File: config.mk
export PLATFORM = sky130hd
export DESIGN_NAME = hazard_control_unit
export DESIGN_NICKNAME = d
export VERILOG_FILES = /design/src/rtl/core_pkg.sv /design/src/rtl/hcu_sat_counter.sv /design/src/rtl/hazard_control_unit.sv
export SDC_FILE = /design/constraint.sdc
export NUM_CORES = 1
export LEC_CHECK = 0
export ABC_AREA = 1
export BUFFER_PORTS_ARGS = -buffer_cell sky130_fd_sc_hd__buf_2
export CORE_UTILIZATION = 50
export CTS_CLUSTER_SIZE = 16
export DETAILED_ROUTE_END_ITERATION = 8
export GPL_TIMING_DRIVEN = 0
export MAX_ROUTING_LAYER = met4
export PLACE_DENSITY = 0.79
export SYNTH_ARGS = -nofsm -noshare
export SYNTH_HDL_FRONTEND = slang
export SYNTH_SLANG_ARGS = --single-unit
File: constraint.sdc
create_clock -name CLK -period 2.3 [get_ports CLK]
set_input_delay 0.345 -clock CLK [delete_from_list [all_inputs] [get_ports CLK]]
set_output_delay 0.345 -clock CLK [all_outputs]
set_load 0.02 [all_outputs]
File: src/rtl/core_pkg.sv
`default_nettype none
// ============================================================================
//  Module      : core_pkg
//  Description : Shared constants and types for the RV32IM core control
//                blocks (hazard control state encoding, register x0 index).
//  Revision    : 1.0 - initial release
// ============================================================================
package core_pkg;

    // Hazard control unit state encoding
    typedef enum logic [1:0] {
        HCU_IDLE     = 2'd0,
        HCU_DIV_WAIT = 2'd1,
        HCU_DIV_DONE = 2'd2
    } hcu_state_t;

    // Architectural zero register; never a real producer
    localparam logic [4:0] REG_ZERO = 5'd0;

    // Default EX-stage occupancy of a divide, including its completion cycle
    localparam int DEFAULT_DIV_CYCLES = 33;

endpackage : core_pkg
`default_nettype wire

File: src/rtl/hcu_sat_counter.sv
`default_nettype none
// ============================================================================
//  Module      : hcu_sat_counter
//  Description : Parameterised saturating event counter. Counts one per
//                cycle while inc is high and sticks at all-ones.
//  Revision    : 1.0 - initial release
// ============================================================================
module hcu_sat_counter #(
    parameter int WIDTH = 16
) (
    input  logic             clk,
    input  logic             rst,
    input  logic             inc,
    output logic [WIDTH-1:0] count
);

    localparam logic [WIDTH-1:0] c_one = WIDTH'(1);
    localparam logic [WIDTH-1:0] c_max = '1;

    logic [WIDTH-1:0] r_count;

    // Count events, holding at the maximum value instead of wrapping
    always_ff @(posedge clk) begin
        if (rst) begin
            r_count <= '0;
        end else if (inc && (r_count != c_max)) begin
            r_count <= r_count + c_one;
        end
    end

    assign count = r_count;

endmodule : hcu_sat_counter
`default_nettype wire

File: src/rtl/hazard_control_unit.sv
`default_nettype none
// ============================================================================
//  Module      : hazard_control_unit
//  Description : Pipeline hazard and stall controller for the 5-stage RV32IM
//                core. Inserts load-use bubbles, freezes the pipe while a
//                multi-cycle divide occupies EX, flushes on taken branches and
//                keeps a saturating stall-cycle counter.
//  Revision    : 1.0 - initial release
// ============================================================================
module hazard_control_unit
    import core_pkg::*;
#(
    parameter int DIV_CYCLES = DEFAULT_DIV_CYCLES,
    parameter int PERF_WIDTH = 16
) (
    input  logic                  CLK,
    input  logic                  RESET,
    input  logic [4:0]            ID_RS1,
    input  logic [4:0]            ID_RS2,
    input  logic                  ID_USES_RS1,
    input  logic                  ID_USES_RS2,
    input  logic [4:0]            EX_RD,
    input  logic                  EX_MEM_READ,
    input  logic                  EX_IS_DIV,
    input  logic                  BRANCH_TAKEN,
    output logic                  PC_WRITE_EN,
    output logic                  IF_ID_WRITE_EN,
    output logic                  IF_ID_FLUSH,
    output logic                  ID_EX_WRITE_EN,
    output logic                  ID_EX_FLUSH,
    output logic                  EX_MEM_BUBBLE,
    output logic                  MDU_START,
    output logic [PERF_WIDTH-1:0] STALL_COUNT
);

    // Wait-state count loaded on the start cycle: start cycle plus this many
    // wait cycles gives DIV_CYCLES-1 frozen cycles before the done cycle.
    localparam logic [7:0] c_div_load = 8'(DIV_CYCLES - 2);
    localparam logic [7:0] c_one      = 8'd1;

    hcu_state_t r_state;
    hcu_state_t w_state_next;
    logic [7:0] r_div_cnt;
    logic [7:0] w_div_cnt_next;
    logic       w_load_use;

    // Load-use hazard: a load in EX produces a register the ID instruction reads
    assign w_load_use = EX_MEM_READ && (EX_RD != REG_ZERO) &&
                        ((ID_USES_RS1 && (ID_RS1 == EX_RD)) ||
                         (ID_USES_RS2 && (ID_RS2 == EX_RD)));

    // State and divide-counter registers
    always_ff @(posedge CLK) begin
        if (RESET) begin
            r_state   <= HCU_IDLE;
            r_div_cnt <= 8'd0;
        end else begin
            r_state   <= w_state_next;
            r_div_cnt <= w_div_cnt_next;
        end
    end

    // Next-state and pipeline control outputs
    always_comb begin
        w_state_next   = r_state;
        w_div_cnt_next = r_div_cnt;
        PC_WRITE_EN    = 1'b1;
        IF_ID_WRITE_EN = 1'b1;
        IF_ID_FLUSH    = 1'b0;
        ID_EX_WRITE_EN = 1'b1;
        ID_EX_FLUSH    = 1'b0;
        EX_MEM_BUBBLE  = 1'b0;
        MDU_START      = 1'b0;

        case (r_state)
            HCU_IDLE: begin
                if (EX_IS_DIV) begin
                    // Divide takes priority; freeze everything upstream of EX
                    MDU_START      = 1'b1;
                    PC_WRITE_EN    = 1'b0;
                    IF_ID_WRITE_EN = 1'b0;
                    ID_EX_WRITE_EN = 1'b0;
                    EX_MEM_BUBBLE  = 1'b1;
                    w_div_cnt_next = c_div_load;
                    // A two-cycle divide has no wait cycles at all
                    w_state_next   = (c_div_load == 8'd0) ? HCU_DIV_DONE : HCU_DIV_WAIT;
                end else if (BRANCH_TAKEN) begin
                    IF_ID_FLUSH = 1'b1;
                    ID_EX_FLUSH = 1'b1;
                end else if (w_load_use) begin
                    // Hold PC and IF/ID one cycle, push a bubble into ID/EX
                    PC_WRITE_EN    = 1'b0;
                    IF_ID_WRITE_EN = 1'b0;
                    ID_EX_FLUSH    = 1'b1;
                end
            end
            HCU_DIV_WAIT: begin
                // EX still owns the divide: branch and load-use are ignored
                PC_WRITE_EN    = 1'b0;
                IF_ID_WRITE_EN = 1'b0;
                ID_EX_WRITE_EN = 1'b0;
                EX_MEM_BUBBLE  = 1'b1;
                w_div_cnt_next = r_div_cnt - c_one;
                if (r_div_cnt <= c_one) begin
                    w_state_next = HCU_DIV_DONE;
                end
            end
            HCU_DIV_DONE: begin
                // Result moves to EX/MEM; EX_IS_DIV is still high but stale
                w_state_next = HCU_IDLE;
            end
            default: begin
                w_state_next = HCU_IDLE;
            end
        endcase

        // Reset forces a free-running, flush-free pipeline
        if (RESET) begin
            PC_WRITE_EN    = 1'b1;
            IF_ID_WRITE_EN = 1'b1;
            IF_ID_FLUSH    = 1'b0;
            ID_EX_WRITE_EN = 1'b1;
            ID_EX_FLUSH    = 1'b0;
            EX_MEM_BUBBLE  = 1'b0;
            MDU_START      = 1'b0;
        end
    end

    // Every cycle with PC held counts as a stall; flushes do not hold PC
    hcu_sat_counter #(
        .WIDTH (PERF_WIDTH)
    ) u_stall_counter (
        .clk   (CLK),
        .rst   (RESET),
        .inc   (~PC_WRITE_EN),
        .count (STALL_COUNT)
    );

    // A divide and a taken branch can never both be presented to EX
    a_div_branch_exclusive: assert property (
        @(posedge CLK) disable iff (RESET) !(EX_IS_DIV && BRANCH_TAKEN)
    );

endmodule : hazard_control_unit
`default_nettype wire

==> load_flow_metrics.sql, run 1 <==
INSERT INTO impl_metrics (metric_group, metric, value, unit) VALUES
('yosys', 'synth.avg_cell_area', '6.725', 'sq um'),
('yosys', 'synthArstFlopShare', '0', '%'),
('floorplan', 'initial_core_util', '54.60', '%'),
('floorplan', 'dieWidth', '60.68', 'microns'),
('sta', 'fin_crit_sh', '92.33', '%'),
('yosys', 'yosys.area.top_type_share', '30.23', '%'),
('clock_tree', 'cts_tree', 'done', ''),
('yosys', 'synth_most_common_cell', 'nand2_1', ''),
('route', 'wirelength', '3.845', 'mm'),
('clock_tree', 'clock_pin_slew_of_the_registers_on_the_worst_case_setup_and_hold_paths', '0.14', 'ns'),
('route', 'detail_route.first_pass.iterations', '4', ''),
('placement', 'gp_congestion', '0.8544', ''),
('yosys', 'synth-warning-count', '0', ''),
('worst_setup_path', 'worst_ep_required_time', '1.96', 'ns'),
('clock_tree', 'cts_hold_buffers', '0', ''),
('cells_and_area', 'multi_input_comb_area', '1013', 'sq um'),
('global_routing', 'grt_pass1_wl', '6.686', 'mm'),
('worst_setup_path', 'cp-end-kind', 'output port', ''),
('yosys', 'synth_cell_types', '31', ''),
('outcome', 'status', 'finished, final reports clean', ''),
('global_routing', 'use_met2', '43.01', '%'),
('cells_and_area', 'num-nets-final', '329', ''),
('placement', 'dp_hpwl', '2.942', 'mm'),
('cells_and_area', 'antenna_cells', '0', ''),
('power_and_ir_drop', 'power.density_cell_area', '517.3', 'nW/um^2'),
('route', 'detail_route.vias_per_cell', '5.075', ''),
('run', 'timing.max_cap.violations', '0', ''),
('yosys', 'most_area_hungry_cell_type_in_the_yosys_netlist', 'dfxtp_1', ''),
('worst_setup_path', 'critPathMaxStageDelay', '0.25', 'ns'),
('worst_setup_path', 'crit_chain', 'buf_2 > inv_1 > nand2_1 > nand2_1 > nor2_1 > nand3_1 > nand2_1 > nand3_1 > nand2_2 > buf_2 > nand2_1 > buf_4 > buf_2', ''),
('cells_and_area', 'final.fill_count', '312', ''),
('worst_setup_path', 'startpoint_type', 'input port', ''),
('sta', 'worst_margin_pin_slew', '0.5970', 'ns'),
('yosys', 'synth_flop_cell', 'dfxtp_1', ''),
('yosys', 'number_of_synthesized_flops_with_an_enable_pin', '0', ''),
('yosys', 'ys_seq_area_share', '30.23', '%'),
('worst_setup_path', 'crit_buf_inv', '5', ''),
('global_routing', 'grt_use_met3', '4.904', '%'),
('worst_setup_path', 'path_class', 'input port to output port', ''),
('global_routing', 'gr-total-overflow', '0', ''),
('global_routing', 'initial_antenna_violation_count', '0', ''),
('worst_hold_path', 'hold_path.class', 'input port to register', ''),
('yosys', 'ys_top_cells_by_area', 'dfxtp_1 30%, nand2_1 14%, inv_1 7.6%', ''),
('worst_setup_path', 'path_delay_family', 'simple AND/OR/NAND/NOR gates', ''),
('global_routing', 'gr-usage-met1', '29.17', '%'),
('power_and_ir_drop', 'static-leakage-power', '0.001020', 'uW'),
('yosys', 'cells_after_synthesis', '256', ''),
('sta', 'slew_viol_final', '0', ''),
('yosys', 'syn-cell-area', '1722', 'sq um'),
('cells_and_area', 'register_area', '520.5', 'sq um'),
('clock_tree', 'clockBufferDepth', '2', ''),
('sta', 'clock-skew-final', '0.002416', 'ns'),
('worst_setup_path', 'worst_ep_arrival_time', '1.78', 'ns'),
('global_routing', 'number_of_global_route_vias_before_repair', '1597', ''),
('sta', 'slew-limit-headroom', '60.20', '%'),
('clock_tree', 'root_buffer', 'clkbuf_4', ''),
('worst_setup_path', 'worstPathMaxFanout', '10', ''),
('route', 'drc_errors', '0', ''),
('route', 'drt_iter0_markers', '119', ''),
('route', 'vias', '1761', ''),
('yosys', 'synth-seq-cells', '26', ''),
('clock_tree', 'cts-buffers-inserted', '3', ''),
('cells_and_area', 'area_delta_synth_final', '18.90', '%'),
('cells_and_area', 'drive_gt1_share', '22.44', '%'),
('clock_tree', 'clock_latency_late_sink', '0.33', 'ns'),
('floorplan', 'coreArea', '3153', 'sq um'),
('yosys', 'synth.cells.most_frequent', '63 x nand2_1, 35 x inv_1, 31 x nor2_1', ''),
('sta', 'rsz0062_at_grt', 'no', ''),
('sta', 'finalHoldViolCount', '0', ''),
('sta', 'timing.fmax', '470.9', 'MHz'),
('clock_tree', 'cts_max_level', '1', '');
==> cells in the final DEF (no fill, tap or decap), types with 2 or more instances in the layout <==
cell / netlist / final
nand2_1: 63 / 63
buf_2: 2 / 45
inv_1: 35 / 35
nor2_1: 31 / 30
dfxtp_1: 26 / 26
nand4_1: 17 / 17
a21oi_1: 11 / 11
xor2_1: 9 / 9
nand3_1: 8 / 8
nor3_1: 7 / 7
a21oi_2: 7 / 7
clkbuf_1: 4 / 4
xnor2_1: 4 / 4
nand3b_1: 4 / 4
o21ai_0: 3 / 3
inv_2: 3 / 3
a211oi_1: 3 / 3
ha_1: 3 / 3
clkbuf_4: 0 / 3
nor2_4: 2 / 2
a22oi_1: 2 / 2
a311oi_1: 2 / 2
==> cell families (layout without fill, tap and decap cells) <==
group                      after synthesis  after routing  synth area share (%)
and+or+nand+nor                        137            137                 37.72
AOI/OAI and AO/OA                       31             31                 12.21
buffers and inverters                   46             93                 11.05
DFF                                     26             26                 30.23
xor gates and xnor gates                13             13                 6.613
adders and majority gates                3              3                 2.180
==> power by group <==
group,total [uW],internal [uW],switching (uW)
combinational,247,87.4,160
clock,317,176,141
sequential,494,476,18.6
==> registers in the layout, summed over array words and instances, names as in the netlist <==
signal / cells
r_div_cnt: 8
u_stall_counter.count: 16
r_state: 2
==> tightest hold or removal path, delay by kind of cell <==
family                 cells  cell delay [ns]
AND/OR/NAND/NOR            1             0.17
buffers and inverters      1             0.10
AO/OA/AOI/OAI              1             0.11
==> final cells by class <==
class | count | area share [%]
multi-input combinational | 184 | 49.51
timing repair buffer | 43 | 10.51
clock inverter | 1 | 1.467
inverter | 38 | 6.968
clock buffer | 3 | 1.100
buffer | 8 | 2.323
sequential | 26 | 25.43
tap | 44 | 2.689
==> worst paths after layout <==
| path | startpoint | to | slack (ns) | depth (start not counted) |
|---|---|---|---|---|
| hold / removal | EX_IS_DIV | r_div_cnt[2] | 0.43 | 3 |
| hold reg to reg | r_div_cnt[7] | r_div_cnt[7] | 0.49 | 1 |
| setup reg to reg | u_stall_counter.count[0] | u_stall_counter.count[9] | 0.41 | 9 |
| setup / recovery | EX_RD[4] | PC_WRITE_EN | 0.18 | 13 |
==> metrics by stage <==
step	total power, uW	worst slack [ns]	instance area (sq um)	hold WS, ns
final	1059	0.1765	2047	0.4319
after global routing	1131	0.01466	2047	0.4189
after CTS	1069	0.02480	2044	0.4320
after detailed placement	751.8	0.1202	1992	0.4614
after global placement	746.0	0.1355	1992	0.4582
after floorplan	678.3	0.4207	1722	0.4374
==> metal layers <==
metal,part of all wire (%),vias up,wire length [microns]
li1,-,934,-
met1,45,791,1749
met2,50,34,1933
met3,3.7,2,142
met4,0.49,0,19
met5,0,-,0
==> repair_timing <==
action	in CTS	in global routing
setup buffers	0	0
endpoints found under the setup margin	0	2
resized for setup	0	1
(Power assumes the default switching activity.)
==> run 2: changes to the inputs <==
SKIP_CTS_REPAIR_TIMING = 1   (was unset)
SYNTH_HIERARCHICAL = 1   (was unset)
==> run 2 against run 1 <==
Sequential share of layout area about the same. Register-to-register slack about the same. Flip-flop and latch count unchanged. First-iteration DRC count is 19% lower. Critical path depth fell by 5. Non-clock buffer count fell by 4. Count of clock-buffer cells in the layout did not move. Final area increased by 0.18%. Clock power hardly changed. Critical path type is now register to output port.
==> load_flow_metrics.sql, run 2 <==
INSERT INTO impl_metrics (metric_group, metric, value, unit) VALUES
('sta', 'timing.setup.tns', '0', 'ns'),
('cells_and_area', 'drive_gt1_share', '21.92', '%'),
('yosys', 'mappedNetlistNets', '310', ''),
('power_and_ir_drop', 'static-leakage-power', '0.001055', 'uW'),
('yosys', 'synth_cell_types', '25', ''),
('cells_and_area', 'layout_commonest_cell', 'nand2_1', ''),
('placement', 'gp_congestion', '0.9168', ''),
('sta', 'final.min_clock_period', '1.916', 'ns'),
('worst_setup_path', 'critPathMaxStageDelay', '0.41', 'ns'),
('floorplan', 'core.rowCount', '20', ''),
('clock_tree', 'clockBufferDepth', '2', ''),
('worst_setup_path', 'path_delay_family', 'buffers and inverters', ''),
('cells_and_area', 'final.fill_count', '313', ''),
('yosys', 'synth_most_common_cell', 'nand2_1', ''),
('yosys', 'yosys.area.top_type_share', '30.21', '%'),
('worst_setup_path', 'startpoint_type', 'register', ''),
('global_routing', 'grt_use_total', '21.60', '%'),
('route', 'detail_route.vias_per_cell', '4.674', ''),
('global_routing', 'number_of_global_route_vias_before_repair', '1490', ''),
('global_routing', 'grt_pass1_wl', '5.954', 'mm'),
('yosys', 'ys_top_cells_by_area', 'dfxtp_1 30%, nand2_1 20%, nor2_1 12%', ''),
('yosys', 'synth.avg_cell_area', '6.045', 'sq um'),
('worst_hold_path', 'worstHoldStart', 'RESET', ''),
('yosys', 'synthArstFlopShare', '0', '%'),
('worst_setup_path', 'crit_chain', 'nor2_1 > inv_1 > nor2_1 > inv_1 > nand2_1 > inv_1 > buf_4 > buf_2', ''),
('yosys', 'number_of_synthesized_flops_with_an_enable_pin', '0', ''),
('power_and_ir_drop', 'power.density_cell_area', '510.6', 'nW/um^2'),
('clock_tree', 'cts_num_sinks', '26', ''),
('power_and_ir_drop', 'power.sequential.fraction', '47.7', '%'),
('worst_setup_path', 'worst_ep_required_time', '1.96', 'ns'),
('yosys', 'synth.cells.most_frequent', '91 x nand2_1, 55 x nor2_1, 39 x inv_1', ''),
('power_and_ir_drop', 'net-switching-power', '305.8', 'uW'),
('sta', 'timing.fmax', '521.9', 'MHz'),
('route', 'detail_route.first_pass.iterations', '4', ''),
('power_and_ir_drop', 'switching_part_of_the_total_power', '29.21', '%'),
('power_and_ir_drop', 'combPwrFrac', '22.2', '%'),
('clock_tree', 'cts_tree', 'done', ''),
('worst_setup_path', 'worstPathMaxFanout', '4', ''),
('cells_and_area', 'area_delta_synth_final', '19.03', '%'),
('worst_setup_path', 'worstSetupEndpoint', 'PC_WRITE_EN', ''),
('yosys', 'syn-cell-area', '1723', 'sq um'),
('worst_setup_path', 'reg2regPathDepth', '13', ''),
('power_and_ir_drop', 'clock_power_share', '30.1', '%'),
('worst_setup_path', 'critical-path-top-cell-by-count', 'inv_1', ''),
('cells_and_area', 'antenna_cells', '0', ''),
('sta', 'fin_crit_sh', '83.31', '%'),
('route', 'routed_length_per_instance', '9.414', 'microns'),
('route', 'ant_nets', '0', ''),
('cells_and_area', 'num-nets-final', '359', ''),
('sta', 'slew-limit-headroom', '79.61', '%'),
('worst_setup_path', 'critPathLaunch', 'r_state[1]', ''),
('clock_tree', 'cts_max_level', '1', ''),
('route', 'drc_errors', '0', ''),
('clock_tree', 'clock_latency_late_sink', '0.32', 'ns'),
('floorplan', 'coreArea', '3153', 'sq um'),
('global_routing', 'initial_antenna_violation_count', '0', ''),
('worst_setup_path', 'cp_num_cells', '8', ''),
('worst_hold_path', 'hold_path.class', 'input port to register', ''),
('sta', 'finalHoldViolCount', '0', ''),
('worst_setup_path', 'crit_buf_inv', '5', ''),
('yosys', 'synth-warning-count', '6', ''),
('clock_tree', 'clock_pin_slew_of_the_registers_on_the_worst_case_setup_and_hold_paths', '0.14', 'ns'),
('worst_setup_path', 'critical_path.slowest_cell', 'dfxtp_1', ''),
('yosys', 'synth-seq-cells', '26', ''),
('route', 'vias', '1762', ''),
('sta', 'slew_viol_final', '0', ''),
('run', 'timing.max_cap.violations', '0', ''),
('worst_setup_path', 'critical_path.reg2reg.startpoint', 'r_state[1]', ''),
('sta', 'holdWs', '0.2541', 'ns'),
('worst_setup_path', 'path_class', 'register to output port', ''),
('worst_setup_path', 'r2r_slack', '0.41', 'ns'),
('sta', 'worst_margin_pin_slew', '0.3050', 'ns'),
('yosys', 'ys_seq_area_share', '30.21', '%'),
('cells_and_area', 'number_of_flip_flops_in_the_largest_register', '16', ''),
('floorplan', 'floorplan.die_area', '3684', 'sq um'),
('placement', 'io_buffer_count', '44', ''),
('outcome', 'status', 'finished, final reports clean', ''),
('floorplan', 'pin_count', '45', ''),
('worst_setup_path', 'worst_ep_arrival_time', '1.57', 'ns'),
('yosys', 'cells_after_synthesis', '285', ''),
('worst_setup_path', 'cp-end-kind', 'output port', ''),
('yosys', 'synth_flop_cell', 'dfxtp_1', ''),
('placement', 'dp_hpwl', '2.775', 'mm'),
('cells_and_area', 'mostFrequentLayoutCells', '91 x nand2_1, 55 x nor2_1, 45 x buf_2', ''),
('power_and_ir_drop', 'ir_worst_vdd', '0.0003438', 'V'),
('route', 'wirelength', '3.549', 'mm'),
('clock_tree', 'cts-buffers-inserted', '3', ''),
('sta', 'setup_viol', '0', ''),
('route', 'drt_iter0_markers', '96', ''),
('global_routing', 'gr-total-overflow', '0', ''),
('worst_setup_path', 'r2r_end', 'u_stall_counter/count[14]', ''),
('sta', 'rsz0062_at_grt', 'no', ''),
('clock_tree', 'root_buffer', 'clkbuf_4', ''),
('sta', 'clock-skew-final', '0.001580', 'ns'),
('power_and_ir_drop', 'intPower', '741.2', 'uW'),
('yosys', 'most_area_hungry_cell_type_in_the_yosys_netlist', 'dfxtp_1', ''),
('floorplan', 'initial_core_util', '54.64', '%'),
('global_routing', 'grt_start_max_net_pins', '16', ''),
('floorplan', 'dieWidth', '60.70', 'microns'),
('floorplan', 'die-height', '60.70', 'microns');
## run 2: cell count changes after synthesis, moves of 5 or more
cell / delta
nand2_1: +28
nor2_2: +12
nand4_1: -12
nor3_1: -5
a21oi_2: -7
xor2_1: -9
nand3_1: +10
nor2_1: +24
## run 2: cells by family after synthesis
| family | count (synthesis) | synth area share [%] |
|---|---|---|
| buffers and inverters | 42 | 9.659 |
| AO/OA/AOI/OAI | 18 | 5.665 |
| AND/OR/NAND/NOR | 195 | 51.78 |
| adder cells (fa/ha/maj) | 3 | 2.179 |
| XOR/XNOR | 1 | 0.5084 |
| flip-flops | 26 | 30.21 |
## run 2: routing by layer
layer  global-route usage [%]  wire, microns  vias to the layer above  part of all wire, %
met3                    3.625            143                        6                  4.0
met1                    27.38           1799                      743                   51
met4                    7.143             39                        0                  1.1
met2                    34.85           1567                       36                   44
li1                         -              -                      977                    -
met5                        -              0                        -                    0
## run 2: worst register-to-register path: cells and delay by family (launching register included)
family	cells	cell delay (ns)
flip-flops	1	0.41
buffers and inverters	4	0.45
AND/OR/NAND/NOR	9	0.96
## run 2: layout make-up
class                           count  area [sq um]  area share [%]
Clock inverter                      1         30.03           1.464
Sequential cell                    26         520.5           25.38
Timing Repair Buffer               44         220.2           10.74
Clock buffer                        3         22.52           1.098
Multi-Input combinational cell    217          1036           50.52
Inverter                           39         146.4           7.138
Tap cell                           44         55.05           2.685
Buffer                              3         20.02          0.9762
## run 2: how the worst min path moves through the flow
stage / slack (ns) / depth (start not counted) / end
finish: 0.25 / 2 / r_div_cnt[0]
global route: 0.25 / 2 / r_div_cnt[2]
CTS: 0.24 / 2 / r_div_cnt[4]
detailed placement: 0.49 / 1 / r_div_cnt[1]
global placement: 0.48 / 1 / r_div_cnt[1]
floorplan: 0.41 / 1 / r_div_cnt[0]
## run 2: power groups by stage
stage               combinational [uW]  sequential, uW  clock, uW
finish                             232             500        315
global route                       263             504        343
CTS                                234             500        326
detailed placement                 234             509          0
global placement                   230             509          0
floorplan                          167             509          0
## run 2: metrics by stage
stage / instance area [sq um] / power, uW / worst slack [ns] / cells / util (%)
floorplan: 1723 / 676.5 / 0.1891 / 285 / -
global placement: 1998 / 738.1 / 0.3425 / 373 / 63.37
detailed placement: 1998 / 742.7 / 0.3105 / 373 / 63.37
CTS: 2051 / 1060 / 0.3409 / 377 / 65.04
global route: 2051 / 1110 / 0.1143 / 377 / 65.04
finish: 2051 / 1047 / 0.3840 / 377 / 65.04
